[config.mk]
export PLATFORM = sky130hd
export DESIGN_NAME = video_pattern_gen
export DESIGN_NICKNAME = d
export VERILOG_FILES = /design/src/rtl/video_pattern_gen.sv
export SDC_FILE = /design/constraint.sdc
export NUM_CORES = 1
export LEC_CHECK = 0
export CAP_MARGIN = 20
export CORE_AREA = 2 2 108 89
export DETAILED_ROUTE_END_ITERATION = 10
export DIE_AREA = 0 0 110 91
export PLACE_DENSITY = 0.75
export SYNTH_ARGS = -nofsm -noshare
export SYNTH_HDL_FRONTEND = slang
export SYNTH_SLANG_ARGS = --single-unit
[constraint.sdc]
create_clock -name clk -period 6.4 [get_ports clk]
set_input_delay 0.96 -clock clk [delete_from_list [all_inputs] [get_ports clk]]
set_output_delay 0.96 -clock clk [all_outputs]
set_load 0.03 [all_outputs]
[src/rtl/video_pattern_gen.sv]
// Parametrised video timing and test-pattern generator (hsync/vsync/de + RGB).
// All outputs are registered one cycle behind the h/v counters.
module video_pattern_gen #(
  parameter int H_ACTIVE  = 1280,
  parameter int H_FP      = 110,
  parameter int H_SYNC    = 40,
  parameter int H_BP      = 220,
  parameter int V_ACTIVE  = 720,
  parameter int V_FP      = 5,
  parameter int V_SYNC    = 5,
  parameter int V_BP      = 20,
  parameter int HS_POL    = 1,
  parameter int VS_POL    = 1,
  parameter int COLOR_W   = 8,
  parameter int GRID_LOG2 = 5
) (
  input  logic                 clk,
  input  logic                 rst,
  input  logic [1:0]           mode,
  input  logic [3*COLOR_W-1:0] solid_rgb,
  output logic                 hsync,
  output logic                 vsync,
  output logic                 de,
  output logic [3*COLOR_W-1:0] rgb,
  output logic [11:0]          pix_x,
  output logic [11:0]          pix_y,
  output logic                 frame_start
);

  localparam int H_TOTAL = H_ACTIVE + H_FP + H_SYNC + H_BP;
  localparam int V_TOTAL = V_ACTIVE + V_FP + V_SYNC + V_BP;
  localparam int HW      = $clog2(H_TOTAL);
  localparam int VW      = $clog2(V_TOTAL);
  localparam int BAR_W   = H_ACTIVE / 8;
  localparam int BPW     = $clog2(BAR_W + 1);
  localparam int CW3     = 3 * COLOR_W;
  localparam int GMASK   = (1 << GRID_LOG2) - 1;
  // {R,G,B} on/off flags per bar, index 0 in the low bits
  localparam logic [23:0] BAR_LUT = 24'b000_001_100_101_010_011_110_111;

  logic [HW-1:0]  h_cnt;
  logic [VW-1:0]  v_cnt;
  logic [1:0]     mode_q;
  logic [CW3-1:0] solid_q;
  logic [BPW-1:0] bar_pos;
  logic [2:0]     bar_idx;

  logic           h_last, v_last, frame_org, active, h_win, v_win, grid_on;
  logic [1:0]     mode_eff;
  logic [CW3-1:0] solid_eff, pix_rgb;
  logic [2:0]     bar_flags;
  logic [COLOR_W-1:0] gray;

  assign h_last    = (h_cnt == HW'(H_TOTAL - 1));
  assign v_last    = (v_cnt == VW'(V_TOTAL - 1));
  assign frame_org = (h_cnt == '0) && (v_cnt == '0);
  assign active    = (h_cnt < HW'(H_ACTIVE)) && (v_cnt < VW'(V_ACTIVE));
  assign h_win     = (h_cnt >= HW'(H_ACTIVE + H_FP)) && (h_cnt < HW'(H_ACTIVE + H_FP + H_SYNC));
  assign v_win     = (v_cnt >= VW'(V_ACTIVE + V_FP)) && (v_cnt < VW'(V_ACTIVE + V_FP + V_SYNC));

  // Pixel (0,0) must already use the mode being captured on that same cycle.
  assign mode_eff  = frame_org ? mode : mode_q;
  assign solid_eff = frame_org ? solid_rgb : solid_q;

  assign bar_flags = BAR_LUT[int'(bar_idx) * 3 +: 3];
  assign gray      = COLOR_W'(h_cnt);
  assign grid_on   = ((h_cnt & HW'(GMASK)) == '0) || ((v_cnt & VW'(GMASK)) == '0) ||
                     (h_cnt == HW'(H_ACTIVE - 1)) || (v_cnt == VW'(V_ACTIVE - 1));

  always_comb begin
    pix_rgb = '0;
    case (mode_eff)
      2'd0:    pix_rgb = {{COLOR_W{bar_flags[2]}}, {COLOR_W{bar_flags[1]}}, {COLOR_W{bar_flags[0]}}};
      2'd1:    pix_rgb = grid_on ? '1 : '0;
      2'd2:    pix_rgb = {gray, gray, gray};
      default: pix_rgb = solid_eff;
    endcase
  end

  always_ff @(posedge clk) begin
    if (rst) begin
      h_cnt       <= '0;
      v_cnt       <= '0;
      mode_q      <= '0;
      solid_q     <= '0;
      bar_pos     <= '0;
      bar_idx     <= '0;
      hsync       <= ~1'(HS_POL);
      vsync       <= ~1'(VS_POL);
      de          <= 1'b0;
      rgb         <= '0;
      pix_x       <= '0;
      pix_y       <= '0;
      frame_start <= 1'b0;
    end else begin
      h_cnt <= h_last ? '0 : h_cnt + 1'b1;
      if (h_last) v_cnt <= v_last ? '0 : v_cnt + 1'b1;

      // Bar index tracked incrementally; saturates at 7 for remainder columns.
      if (h_last) begin
        bar_pos <= '0;
        bar_idx <= '0;
      end else if (bar_pos == BPW'(BAR_W - 1)) begin
        bar_pos <= '0;
        bar_idx <= (bar_idx == 3'd7) ? 3'd7 : bar_idx + 3'd1;
      end else begin
        bar_pos <= bar_pos + 1'b1;
      end

      if (frame_org) begin
        mode_q  <= mode;
        solid_q <= solid_rgb;
      end

      hsync       <= h_win ? 1'(HS_POL) : ~1'(HS_POL);
      vsync       <= v_win ? 1'(VS_POL) : ~1'(VS_POL);
      de          <= active;
      rgb         <= active ? pix_rgb : '0;
      pix_x       <= active ? 12'(h_cnt) : 12'd0;
      pix_y       <= active ? 12'(v_cnt) : 12'd0;
      frame_start <= frame_org;
    end
  end

endmodule
=== Word level (Yosys, flattened, before mapping) ===
Index checks and enable logic that the tools add are counted.

* Add/subtract/negate cells: 4
* Multiply operators: 1
* $lt $le $gt $ge: 6
* Equal/unequal tests: 8
* Shift-type cells: 1
* Muxes and demuxes: 8
* Bitwise operators: 1
* Reduce and logical (&&, ||, !) cells: 15

{| class="wikitable"
|+ Operators with widths
! cell !! number
|-
| case mux 24 bit (3 select lines) || 1
|-
| 2-to-1 mux 24 bit || 2
|-
| variable part select 24 x 6 -> 3 bit (first input constant) || 1
|-
| equality test 11 bit (second input constant) || 2
|-
| zero test 11 bit || 2
|-
| less-than comparator 11 bit (second input constant) || 2
|-
| equality test 10 bit (second input constant) || 2
|-
| zero test 10 bit || 2
|-
| less-than comparator 10 bit (second input constant) || 2
|-
| adder 11 x 1 -> 11 bit (second input constant) || 1
|-
| greater-or-equal comparator 11 bit (second input constant) || 1
|-
| adder 10 x 1 -> 10 bit (second input constant) || 1
|-
| greater-or-equal comparator 10 bit (second input constant) || 1
|-
| 2-to-1 mux 10 bit || 1
|-
| adder 8 x 1 -> 8 bit (second input constant) || 1
|-
| equality test 8 bit (second input constant) || 1
|-
| multiplier 3 x 2 -> 5 bit (second input constant) || 1
|-
| logical AND 1 bit || 4
|-
| OR reduction 2 bit || 2
|-
| adder 3 x 1 -> 3 bit (second input constant) || 1
|-
| equality test 3 bit (second input constant) || 1
|-
| logical OR 1 bit || 3
|-
| 2-to-1 mux 3 bit || 1
|-
| OR reduction 3 bit || 1
|-
| other kinds (6) || 7
|}

* Flip-flop bits (word level): 110
* Output and inout bits: 52
* Logic and storage cells: 59

=== Depth between registers and ports, before layout ===
Gate-level depths: netlist of the first run.

* Depth after elaboration: 6
* Gate-level depth with buffers: 9
* Depth with buffers taken out: 8

=== Worst setup path after synthesis of the first run ===
No wires, ideal clock.

* Kind: input-to-reg
* From: input rst
* To: register rgb[10]
* Arrival: 2.255 ns
* Setup slack: 4.049 ns
* Stages on the path: 7
* Buffers on the path: 3
* Path through: clkbuf_1 > a21oi_1 > nand2_1 > or2_2 > clkbuf_1 > clkbuf_1 > a221oi_1

* Longest elaborated chain between the ends: 1

{| class="wikitable"
|+ Ends and longest elaborated chain
! what !! line !! source
|-
| from (decl) || 18 || <nowiki>input logic rst,</nowiki>
|-
| OR reduction 2 bit (no line) || -- ||
|-
| to (signal assigned) || 118 || <nowiki>rgb <= active ? pix_rgb : '0;</nowiki>
|-
| to (decl) || 24 || <nowiki>output logic [3*COLOR_W-1:0] rgb,</nowiki>
|}

Every way passes these cells.
A chain may end at the register's enable or synchronous reset.

=== Final worst setup path of the first run ===
* From: input rst
* To: register pix_x[3]

* Longest elaborated chain between the ends: 1

{| class="wikitable"
|+ Ends and longest elaborated chain
! what !! line !! source
|-
| OR reduction 2 bit (no line) || -- ||
|-
| to (signal assigned) || 119 || <nowiki>pix_x <= active ? 12'(h_cnt) : 12'd0;</nowiki>
|-
| to (decl) || 25 || <nowiki>output logic [11:0] pix_x,</nowiki>
|}

Every way passes these cells.

==> out/results.txt, run 1 <==
Avg WL per Cell = 15.4 um
Number of diodes = 0
CP Data Required Time = 6.68 ns
Final slew viol count = 0
Initial DRC count = 184
Clock-pin slew on the worst setup and hold paths = 0.11 ns
Number of register bits inferred by synthesis = 107
RSZ-0062 raised after global routing = false
Total DRC errors in the routed layout = 0
CTS tree = built
Die X-Extent = 110 um
Syn avg cell area = 9.97 um2
WP data arrival = 3.10 ns
Result of the run = complete, no violations
Ys async rst share = 0%
Post-CTS Hold Fix Bufs = 0
Startpoint Class = input port
Fin area = 5330 um2
Largest net degree at the start of global routing = 35
Clock skew after layout = 0.0198 ns
Layout cells sized above 1 = 8.02%
DP HPWL = 6650 um
Weighted congestion at the end of routability-driven global placement = 0.850
Row Count = 31
Y dimension of the die = 91 um
Number of setup violations in the final report = 0
Global-route wire length before repair = 15,400 um
Fmax = 354 MHz
Number of top-level design ports = 80
Synthesized netlist cell count = 433
Total Neg Setup Slack = 0 ns
Final critical delay including setup and external delays = 2.83 ns
Effective utilization at floorplan = 48.6%
Peak ir drop on the vdd network = 0.177 mV
CTS max path bufs = 2
EDFF count, synth = 0
Number of detailed-route iterations in the first pass = 4
Cell area after synthesis = 4320 um2
Pre-CTS setup slack = 2.83 ns
Sinks on the clock net = 107
Worst-case register-to-register setup slack = 3.59 ns
Area of the die = 10,000 um2
Worst Hold Class = reg2reg
Vias in the first global route = 2,994
Clock root cell = sky130_fd_sc_hd__clkbuf_8
CP endpoint kind = flop
TritonCTS buffer count = 9
Number of antenna violations at the first check in global routing = 0
Global-route congestion overflow total = 0
Fin worst setup slack = 3.57 ns
Resize count post-CTS = 0
Share of the clock period used by the worst path after layout = 44.2%
Placed instance area = 5080 um2
Most common cell after layout, fill and taps aside = sky130_fd_sc_hd__dfxtp_1
Count of max-cap constraint violations = 0
Detailed-route wire length = 9460 um
Overall via count from detail_route = 3,232
Pwr per Cell Area = 280 nW/um2
Actual slew at the worst max-slew pin = 0.978 ns
Mean number of vias per cell = 5.26
Clk_lat worst skew = 0.38 ns
Prevailing post-synth register cell = sky130_fd_sc_hd__dfxtp_1
CTS H-Tree Depth = 3
Worst slew margin relative to its limit = 33.4%
Final hold violation count = 0
Final Net Count = 533
Worst Setup Path Type = in2reg
Top fanout value on the critical path = 34
Leading cell types in the layout, fill and taps excluded = 107 x sky130_fd_sc_hd__dfxtp_1, 76 x sky130_fd_sc_hd__clkdlybuf4s50_1, 75 x sky130_fd_sc_hd__nor2_1, 27 x sky130_fd_sc_hd__mux2i_1, 21 x sky130_fd_sc_hd__nand2_1
Post-CTS Setup Bufs = 0
Number of synthesis warnings = 0
Total GRT Usage = 19.6%
Port Buffers = 76
DRT antenna net count = 0
Sequential share of the synthesized area = 49.6%
Leakage power summed over all cells = 2.07 nW
Final core area utilization = 60.0%
Dpl cells = 597
Number of different library cells in the post-synthesis netlist = 50
Area Growth Syn to Fin = 23.5%
Core box area = 8880 um2
Filler-free cell count of the finished design = 614
state kept, by name, summed over array words and instances, names as in the netlist, 3 cells and up:
signal and count:
v_cnt 10, bar_idx 3, pix_y 10, solid_q 24, rgb 24, pix_x 11, h_cnt 11, bar_pos 8
path summary, 6_finish.rpt:
check / end / depth (start not counted) / startpoint
max: pix_x[3] / 7 / rst
min: bar_pos[0] / 1 / bar_pos[0]
max reg2reg: rgb[11] / 8 / h_cnt[1]
min reg2reg: bar_pos[0] / 1 / bar_pos[0]
layer usage:
metal,GRT usage [%],vias to the layer above,share of wire [%]
met1,29.1,1543,49
met5,0,-,0
met4,4.54,0,0.86
met2,28.6,72,45
met3,4.59,11,5.1
li1,-,1606,-
cell type report:
class	count	area, um2
multi-input cells	288	1990
repair buffers	78	788
fillers	769	3550
flip-flops and latches	107	2140
inverters	10	37.5
clock buffers	9	124
well taps	115	144
clock inverters	7	108
cells by family after synthesis:
logic type / count (synthesis) / synth area share (%)
AO/OA/AOI/OAI: 56 / 11.0
adder cells (fa/ha/maj): 11 / 3.19
flip-flops: 107 / 49.6
other: 1 / 0.0869
multiplexers: 28 / 6.49
XOR/XNOR: 23 / 4.67
buffers and inverters: 40 / 4.78
AND/OR/NAND/NOR: 167 / 20.2
cells in the mapped netlist, types with 2 or more instances:
master	number	area share, %
sky130_fd_sc_hd__nand2b_1	2	0.29
sky130_fd_sc_hd__nand2_1	21	1.8
sky130_fd_sc_hd__nand4b_1	5	1.0
sky130_fd_sc_hd__and3_1	10	1.4
sky130_fd_sc_hd__o21a_2	2	0.41
sky130_fd_sc_hd__xnor2_1	9	1.8
sky130_fd_sc_hd__a221oi_1	16	3.2
sky130_fd_sc_hd__dfxtp_1	107	50
sky130_fd_sc_hd__nor4_4	2	0.99
sky130_fd_sc_hd__nand3_1	16	1.9
sky130_fd_sc_hd__ha_1	11	3.2
sky130_fd_sc_hd__a21oi_1	12	1.4
sky130_fd_sc_hd__buf_4	6	1.0
sky130_fd_sc_hd__and2_1	16	2.3
sky130_fd_sc_hd__nor2b_1	2	0.29
sky130_fd_sc_hd__nor2_1	75	6.5
sky130_fd_sc_hd__mux2i_1	28	6.5
sky130_fd_sc_hd__inv_1	10	0.87
sky130_fd_sc_hd__a221oi_2	8	2.8
sky130_fd_sc_hd__xor2_1	14	2.8
sky130_fd_sc_hd__clkbuf_1	14	1.2
sky130_fd_sc_hd__nand4_1	3	0.43
sky130_fd_sc_hd__nor4_1	2	0.29
sky130_fd_sc_hd__buf_2	8	0.93
sky130_fd_sc_hd__o21ai_0	5	0.58
sky130_fd_sc_hd__or2_2	2	0.29
sky130_fd_sc_hd__nor3_1	4	0.46
metrics by stage:
step                power (mW)  hold slack (ns)
detailed placement        1.05            0.469
finish                    1.49            0.484
global route              1.56            0.522
global placement          1.05            0.442
floorplan                0.951            0.430
CTS                       1.49            0.494
where the power goes:
| part | internal, mW | total [mW] | switching [mW] |
|---|---|---|---|
| combinational | 0.130 | 0.305 | 0.176 |
| clock | 0.195 | 0.450 | 0.254 |
| sequential | 0.716 | 0.739 | 0.0227 |
| total | 1.04 | 1.49 | 0.453 |
worst max-delay path: stages:
cell	delay, ns
sky130_fd_sc_hd__clkdlybuf4s50_1	0.45
sky130_fd_sc_hd__buf_4	0.35
sky130_fd_sc_hd__a21oi_1	0.10
sky130_fd_sc_hd__nand2_1	0.08
sky130_fd_sc_hd__or2_2	0.52
sky130_fd_sc_hd__inv_1	0.37
sky130_fd_sc_hd__and2_1	0.27
Note: power is estimated with default switching activity, not from simulation.
==> inputs of run 2 (changes only) <==
- clock period: 6.4 -> 2.8 ns (I/O delays scaled with it)
==> run 2 against run 1 <==
Compared with the run above:
- cell area grew 0.16%
- setup slack lost 3.3 ns
- sequential power grew 130%
- flip-flop and latch count is the same
- critical path type is now reg2reg
- critical endpoint is now rgb[23]
==> out/results.txt, run 2 (synthesized netlist as in run 1, its figures left out) <==
Initial DRC count = 185
Die X-Extent = 110 um
Worst-case register-to-register setup slack = 0.28 ns
Core box area = 8880 um2
RR Startpoint = h_cnt[1]
Design Power = 3.27 mW
Final slew viol count = 0
Beginning of the worst hold path = bar_pos[0]
Port Buffers = 76
Result of the run = complete, no violations
TritonCTS buffer count = 9
CP endpoint kind = flop
Most common cell after layout, fill and taps aside = sky130_fd_sc_hd__dfxtp_1
GR Util met1 = 27.9%
Endpoint, Worst Hold = bar_pos[0]
Vias in the first global route = 3,112
Placed instance area = 5150 um2
Worst Hold Class = reg2reg
Worst Setup Path Type = reg2reg
Final hold violation count = 0
Count of max-cap constraint violations = 0
Area Growth Syn to Fin = 23.7%
Filler-free cell count of the finished design = 623
Post-CTS Hold Fix Bufs = 0
Global-route wire length before repair = 15,600 um
Number of antenna violations at the first check in global routing = 0
Cell count of the worst hold path = 1
Global-route layer with the greatest usage = met2
CP Data Required Time = 3.08 ns
Area of the die = 10,000 um2
Final core area utilization = 60.1%
Fin area = 5340 um2
Total DRC errors in the routed layout = 0
Actual slew at the worst max-slew pin = 0.624 ns
Total GRT Usage = 20.0%
Resize count post-CTS = 0
Effective utilization at floorplan = 48.6%
Worst reg2reg path endpoint = rgb[23]
Y dimension of the die = 91 um
Met3 demand-to-capacity share in global routing = 5.24%
Leakage power summed over all cells = 2.09 nW
Leading cell types in the layout, fill and taps excluded = 107 x sky130_fd_sc_hd__dfxtp_1, 76 x sky130_fd_sc_hd__clkdlybuf4s50_1, 75 x sky130_fd_sc_hd__nor2_1, 27 x sky130_fd_sc_hd__mux2i_1, 21 x sky130_fd_sc_hd__nand2_1
Top flop regs = rgb (24), solid_q (24)
Global-route congestion overflow total = 0
Final Net Count = 542
CTS tree = built
Share of the clock period used by the worst path after layout = 90.0%
Final critical delay including setup and external delays = 2.52 ns
Worst slew margin relative to its limit = 58.4%
Weighted congestion at the end of routability-driven global placement = 0.897
Top fanout value on the critical path = 18
Largest net degree at the start of global routing = 30
Number of detailed-route iterations in the first pass = 4
Global routing usage on met2 = 30.1%
Number of setup violations in the final report = 0
Worst-case reg-to-reg path depth = 8
Peak ir drop on the vdd network = 0.285 mV
Post-CTS Setup Bufs = 0
Mean number of vias per cell = 5.24
Total Neg Setup Slack = 0 ns
Row Count = 31
Startpoint Class = flop
Number of top-level design ports = 80
Detailed-route wire length = 9540 um
Pwr per Cell Area = 612 nW/um2
Clock-pin slew on the worst setup and hold paths = 0.10 ns
Avg WL per Cell = 15.3 um
WP data arrival = 2.80 ns
Overall via count from detail_route = 3,266
RSZ-0062 raised after global routing = false
Fmax = 397 MHz
DRT antenna net count = 0
Clk_lat worst skew = 0.37 ns
Dpl cells = 607
CTS H-Tree Depth = 3
CTS max path bufs = 2
DP HPWL = 6940 um
Number of diodes = 0
Clock skew after layout = 0.0150 ns
Layout cells sized above 1 = 9.65%
Clock root cell = sky130_fd_sc_hd__clkbuf_8
Sinks on the clock net = 107
==> run 2: cell types whose count changed in the layout (fill, tap and decap cells not counted) <==
cell / delta
sky130_fd_sc_hd__buf_12: -1
sky130_fd_sc_hd__buf_4: +10
sky130_fd_sc_hd__bufinv_16: -1
sky130_fd_sc_hd__clkinv_2: +2
sky130_fd_sc_hd__clkinv_8: -2
sky130_fd_sc_hd__inv_6: +2
sky130_fd_sc_hd__inv_8: -1
==> run 2: how the worst max path moves through the flow <==
stage | to | startpoint
floorplan | rgb[10] | v_cnt[1]
global placement | rgb[6] | v_cnt[0]
detailed placement | rgb[3] | h_cnt[1]
CTS | rgb[3] | h_cnt[1]
global route | rgb[12] | h_cnt[0]
finish | rgb[23] | h_cnt[1]
==> run 2: critical path: stages (launching register included) <==
cell and delay, ns:
sky130_fd_sc_hd__dfxtp_1 0.39, sky130_fd_sc_hd__inv_1 0.14, sky130_fd_sc_hd__ha_1 0.16, sky130_fd_sc_hd__nor4b_4 0.36
sky130_fd_sc_hd__nand3_4 0.14, sky130_fd_sc_hd__nor2_4 0.24, sky130_fd_sc_hd__mux2i_4 0.54, sky130_fd_sc_hd__a21oi_1 0.14
sky130_fd_sc_hd__a221oi_1 0.33
==> run 2: per-layer routing <==
metal | routed length [um] | vias to the layer above
li1 | - | 1627
met1 | 4480 | 1528
met2 | 4350 | 101
met3 | 598 | 10
met4 | 107 | 0
met5 | 0 | -
==> run 2: cell type report <==
cell class | instances | area (um2)
clock inverter | 7 | 61.3
timing repair buffer | 87 | 843
clock buffer | 9 | 124
fill | 776 | 3540
inverter | 10 | 37.5
sequential | 107 | 2140
multi-input combinational | 288 | 1990
tap | 115 | 144
==> run 2: per-stage QoR <==
step           hold WS (ns)  worst slack [ns]
6_report              0.476             0.279
5_1_grt               0.516            0.0606
4_1_cts               0.480             0.317
3_5_place_dp          0.458             0.332
3_3_place_gp          0.442             0.460
2_1_floorplan         0.430             0.658
==> run 2: power by group <==
group / leakage, nW / switching (mW) / internal, mW
clock network: 0.0971 / 0.541 / 0.339
registers: 0.877 / 0.0481 / 1.64
logic: 1.12 / 0.405 / 0.298
total: 2.09 / 0.995 / 2.27
